===== src/rtl/alu_rr_scheduler.sv =====
// Four-requester round-robin front end for one shared 8-bit ALU.
// A granted operation is registered, executed for one cycle, then held under a valid/ready response.
module alu_rr_scheduler #(
  parameter int WIDTH = 8,
  parameter int SHW   = $clog2(WIDTH)
) (
  input  logic                 clk,
  input  logic                 rst,
  input  logic [3:0]           req_valid,
  output logic [3:0]           req_ready,
  input  logic [11:0]          req_op,
  input  logic [4*WIDTH-1:0]   req_a,
  input  logic [4*WIDTH-1:0]   req_b,
  output logic                 rsp_valid,
  input  logic                 rsp_ready,
  output logic [1:0]           rsp_id,
  output logic [WIDTH-1:0]     rsp_data,
  output logic                 rsp_ovf
);

  localparam int OPW = 3;

  typedef enum logic [1:0] {
    S_IDLE = 2'd0,
    S_EXEC = 2'd1,
    S_RESP = 2'd2
  } state_t;

  state_t           r_state;
  state_t           w_next_state;
  logic [1:0]       r_rr_ptr;
  logic [OPW-1:0]   r_op;
  logic [WIDTH-1:0] r_a;
  logic [WIDTH-1:0] r_b;
  logic [1:0]       r_gnt_id;
  logic             r_rsp_valid;
  logic [1:0]       r_rsp_id;
  logic [WIDTH-1:0] r_rsp_data;
  logic             r_rsp_ovf;

  logic             w_found;
  logic [1:0]       w_grant_idx;
  logic             w_xfer;
  logic [WIDTH:0]   w_alu_out;

  // Returns {signed_overflow, result}; overflow is only meaningful for ADD/SUB.
  function automatic logic [WIDTH:0] alu_compute(
    input logic [OPW-1:0]   op,
    input logic [WIDTH-1:0] a,
    input logic [WIDTH-1:0] b
  );
    logic [WIDTH-1:0] res;
    logic             ovf;
    logic [SHW-1:0]   sh;
    sh  = b[SHW-1:0];
    res = '0;
    ovf = 1'b0;
    case (op)
      3'd0: begin
        res = a + b;
        ovf = (a[WIDTH-1] == b[WIDTH-1]) && (res[WIDTH-1] != a[WIDTH-1]);
      end
      3'd1: begin
        res = a - b;
        ovf = (a[WIDTH-1] != b[WIDTH-1]) && (res[WIDTH-1] != a[WIDTH-1]);
      end
      3'd2:    res = a & b;
      3'd3:    res = a | b;
      3'd4:    res = a ^ b;
      3'd5:    res = a << sh;
      3'd6:    res = a >> sh;
      3'd7:    res = $signed(a) >>> sh;
      default: res = '0;
    endcase
    return {ovf, res};
  endfunction

  // Rotating priority search starting at r_rr_ptr; first valid index wins.
  always_comb begin
    w_found     = 1'b0;
    w_grant_idx = 2'd0;
    for (int k = 0; k < 4; k++) begin
      if (!w_found && req_valid[r_rr_ptr + k[1:0]]) begin
        w_found     = 1'b1;
        w_grant_idx = r_rr_ptr + k[1:0];
      end else begin
        w_found     = w_found;
        w_grant_idx = w_grant_idx;
      end
    end
  end

  assign w_xfer    = (r_state == S_IDLE) && !rst && w_found;
  assign w_alu_out = alu_compute(r_op, r_a, r_b);

  // State register.
  always_ff @(posedge clk) begin
    if (rst) begin
      r_state <= S_IDLE;
    end else begin
      r_state <= w_next_state;
    end
  end

  // Next-state logic.
  always_comb begin
    w_next_state = r_state;
    case (r_state)
      S_IDLE:  w_next_state = w_xfer ? S_EXEC : S_IDLE;
      S_EXEC:  w_next_state = S_RESP;
      S_RESP:  w_next_state = rsp_ready ? S_IDLE : S_RESP;
      default: w_next_state = S_IDLE;
    endcase
  end

  // Grant output: only offered while idle and out of reset.
  always_comb begin
    req_ready = 4'b0000;
    case (r_state)
      S_IDLE: begin
        if (!rst && w_found) begin
          req_ready = 4'b0001 << w_grant_idx;
        end else begin
          req_ready = 4'b0000;
        end
      end
      default: req_ready = 4'b0000;
    endcase
  end

  // Operand capture, pointer rotation and response registers.
  always_ff @(posedge clk) begin
    if (rst) begin
      r_rr_ptr    <= 2'd0;
      r_op        <= '0;
      r_a         <= '0;
      r_b         <= '0;
      r_gnt_id    <= 2'd0;
      r_rsp_valid <= 1'b0;
      r_rsp_id    <= 2'd0;
      r_rsp_data  <= '0;
      r_rsp_ovf   <= 1'b0;
    end else begin
      if (w_xfer) begin
        r_op     <= req_op[w_grant_idx*OPW +: OPW];
        r_a      <= req_a[w_grant_idx*WIDTH +: WIDTH];
        r_b      <= req_b[w_grant_idx*WIDTH +: WIDTH];
        r_gnt_id <= w_grant_idx;
        r_rr_ptr <= w_grant_idx + 2'd1;
      end
      if (r_state == S_EXEC) begin
        r_rsp_data  <= w_alu_out[WIDTH-1:0];
        r_rsp_ovf   <= w_alu_out[WIDTH];
        r_rsp_id    <= r_gnt_id;
        r_rsp_valid <= 1'b1;
      end else if (r_state == S_RESP && rsp_ready) begin
        r_rsp_valid <= 1'b0;
      end
    end
  end

  assign rsp_valid = r_rsp_valid;
  assign rsp_id    = r_rsp_id;
  assign rsp_data  = r_rsp_data;
  assign rsp_ovf   = r_rsp_ovf;

endmodule


===== config.mk =====
export PLATFORM = sky130hd
export DESIGN_NAME = alu_rr_scheduler
export DESIGN_NICKNAME = d
export VERILOG_FILES = /design/src/rtl/alu_rr_scheduler.sv
export SDC_FILE = /design/constraint.sdc
export NUM_CORES = 1
export LEC_CHECK = 0
export ABC_AREA = 0
export CORE_UTILIZATION = 54
export DETAILED_ROUTE_END_ITERATION = 16
export PLACE_DENSITY = 0.92
export REMOVE_ABC_BUFFERS = 1
export SETUP_SLACK_MARGIN = 0.02
export SYNTH_ARGS = -nofsm -noshare
export SYNTH_HDL_FRONTEND = slang
export SYNTH_SLANG_ARGS = --single-unit

===== constraint.sdc =====
create_clock -name clk -period 5.6 [get_ports clk]
set_input_delay 0.84 -clock clk [delete_from_list [all_inputs] [get_ports clk]]
set_output_delay 0.84 -clock clk [all_outputs]
set_load 0.005 [all_outputs]

==> flow_summary.yaml <==
drt:
  drt_first_iter_violations: 504
  dr.pass1.iters: 5
  route.final.wire_length_um: 10500
  drc: 0
  avgRoutedWirePerCell_um: 16.8
  routed_via_density: 6.07
  antenna_nets_post_route: 0
  vias: 3820
floorplanning:
  effective_utilization_at_floorplan_pct: 56.1
  top_level_ports: 99
  floorplan.die_area_um2: 7400
  die_x_um: 86.0
  placementRows: 30
  die_h_um: 86.0
  core_area_um2: 6790
hold_path:
  worst_hold_startpoint: "rsp_data[2]$_SDFFE_PP0P_"
  hp-class: "reg2reg"
  worstHoldPathCells: 2
  hold_path_end: "rsp_data[2]$_SDFFE_PP0P_"
clocking:
  cts_buffer_depth: 2
  cts_tree: "built"
  tritoncts_num_sinks: 37
  cts-hold-fix-buffers: 0
  htree_levels: 2
  postCtsSetupBuffers: 0
  clk_pin_slew_ns: 0.08
  cts_root_buffer: "sky130_fd_sc_hd__clkbuf_8"
  cts_inserted_buffers: 5
  clock_insertion_delay_worst_skew_ns: 0.30
  cts_resized: 0
setup_path:
  r2r-start: "r_b[0]$_SDFFE_PP0P_"
  setup.worst_path.start_class: "input port"
  rr_worst_depth: 9
  timing.critical_path.fanout_max: 18
  critPathArrivalTime_ns: 3.34
  end_kind: "primary output"
  worst-path-buf-inv: 4
  timing.critical_path.max_delay_family: "buffers and inverters"
  crit_top_cell: "sky130_fd_sc_hd__clkdlybuf4s50_1"
  critPathMaxStageDelay_ns: 0.50
  timing.setup.critical_path_class: "in2out"
  reg2reg_slack_ns: 2.55
  critPathRequiredTime_ns: 4.76
  critical_path.reg2reg.endpoint: "rsp_data[4]$_SDFFE_PP0P_"
  crit_path_cell_trace: "clkdlybuf4s50_1, mux2_2, a221oi_4, buf_4, inv_1, ha_1, and2_1, clkdlybuf4s50_1"
  critical_path.slowest_cell: "sky130_fd_sc_hd__clkdlybuf4s50_1"
final_layout:
  post_layout_nonfiller_instances: 629
  design.final.nets: 645
  final_cell_mix: "98 x sky130_fd_sc_hd__clkdlybuf4s50_1, 50 x sky130_fd_sc_hd__mux2i_1, 37 x sky130_fd_sc_hd__dfxtp_1"
  fillerInstances: 541
  area_occupied_by_multi_input_gates_um2: 2770
  area.growth.synth_to_final_pct: 27.3
  sequential_cell_area_um2: 741
  post_route_cells_drive_above_1_share_pct: 8.82
  mostFrequentLayoutCell: "sky130_fd_sc_hd__clkdlybuf4s50_1"
  insertedDiodeCount: 0
sta:
  drv_slew: 0
  period_share_pct: 74.6
  timing_hold_violations_final: 0
  final.setup_skew_ns: 0.00711
  fin_setup_tns_ns: 0
  grt_setup_unrepaired: "no"
  setup-violations-final: 0
  period_minus_slack_ns: 4.18
  worst_slew_pin_slew_ns: 1.05
  timing.max_slew.rel_slack_pct: 29.7
  maxClockFrequency_mhz: 239
yosys:
  synth_enable_flop_cells: 0
  yosysWarningCount: 0
  synth-seq-cells: 37
  synth_top_flop_cell: "sky130_fd_sc_hd__dfxtp_1"
  netlist-cell-type-count: 69
  postSynthAreaPerCell_um2: 8.36
  synth.cell_area_um2: 3810
  syn_inst: 456
  fraction_of_synthesis_flops_using_an_asynchronous_set_or_reset_pin_pct: 0
  ys_seq_area_share_pct: 19.4
power:
  power-per-cell-area_nw_per_um2: 259
  vdd_ir_drop_max_mv: 0.150
  static-leakage-power_nw: 1.82
grt:
  number_of_global_route_vias_before_repair: 3570
  pin_count_of_the_biggest_net_entering_global_routing: 40
  grt.overflow.total: 0
  groute.usage.overall_pct: 28.8
  initial_antenna_violation_count: 0
  grt_pass1_wl_um: 17000
placed_design:
  gpl.final_weighted_congestion: 0.928
  dp.cells: 621
  post-dp-hpwl_um: 8030
  port_buffers: 98
run:
  cap_violations: 0
status:
  outcome: "completed"
==> stage by stage <==
step	area (µm²)	power (mW)	hold slack [ns]	setup WS, ns	util [%]
final	4850	1.26	0.461	1.42	71.5
after CTS	4850	1.24	0.463	1.43	71.5
after floorplan	3630	0.830	0.426	2.10	-
after detailed placement	4770	1.05	0.451	1.43	70.2
after global routing	4850	1.34	0.487	1.29	71.5
after global placement	4770	1.04	0.440	1.52	70.2
==> cells by family (layout without fill, tap and decap cells) <==
group | count (synthesis) | count (layout) | synth area share, %
buf+inv | 65 | 142 | 8.14
simple gates | 122 | 122 | 16.6
mux | 78 | 78 | 22.6
fa+ha+maj | 30 | 30 | 10.2
compound gates | 113 | 113 | 20.5
xor+xnor | 11 | 11 | 2.53
flops | 37 | 37 | 19.4
==> where the power goes <==
group | switching (mW) | internal [mW]
logic | 0.345 | 0.338
registers | 0.0831 | 0.302
clock network | 0.104 | 0.0859
total | 0.532 | 0.726
==> final cells by class <==
type                    count  area share (%)
clock buffers               5            1.42
clock inverters             3           0.361
inverters                  32            2.53
multi-input cells         354            57.1
flip-flops and latches     37            15.3
well taps                  96            2.47
repair buffers            102            20.8
==> registers in the layout, indices dropped and copies added, names as in the netlist <==
name       cells
rsp_valid      1
rsp_data       8
rsp_ovf        1
r_a            8
r_gnt_id       2
r_rr_ptr       2
r_state        2
r_op           3
rsp_id         2
r_b            8
==> tightest hold or removal path, delay by kind of cell, from the launching register on <==
| family | cells | cell delay (ns) |
|---|---|---|
| AO/OA/AOI/OAI | 1 | 0.05 |
| AND/OR/NAND/NOR | 1 | 0.05 |
| flip-flops | 1 | 0.32 |
==> synthesized netlist by cell type (all sizes together) (6+ instances only) <==
cell	number	area, µm²
dfxtp	37	741
a211oi	9	67.6
a221oi	7	85.1
xnor2	10	87.6
nor2	29	109
nor2b	6	37.5
mux2i	50	500
a21oi	26	130
buf	20	139
o21ai	35	175
nor3	12	65.1
ha	28	350
or3	18	113
inv	31	119
nand2	23	86.3
clkbuf	13	48.8
mux2	24	270
==> worst max-delay path by stage <==
stage | slack, ns | end | cells after the start | startpoint
2_1_floorplan | 2.10 | req_ready[0] | 3 | req_valid[2]
5_1_grt | 1.29 | req_ready[2] | 8 | req_valid[2]
4_1_cts | 1.43 | req_ready[2] | 8 | req_valid[2]
6_report | 1.42 | req_ready[2] | 8 | req_valid[2]
3_5_place_dp | 1.43 | req_ready[2] | 8 | req_valid[2]
3_3_place_gp | 1.52 | req_ready[0] | 8 | req_valid[2]
==> routing by layer <==
metal  global-route usage [%]  up-vias  share of wire (%)
met5                        0        -                  0
met1                     38.2     1789                 44
met3                     6.06       29                7.4
met4                     10.2        0                1.9
li1                         -     1806                  -
met2                     46.1      196                 47
Power figures use the tool's default switching activity.
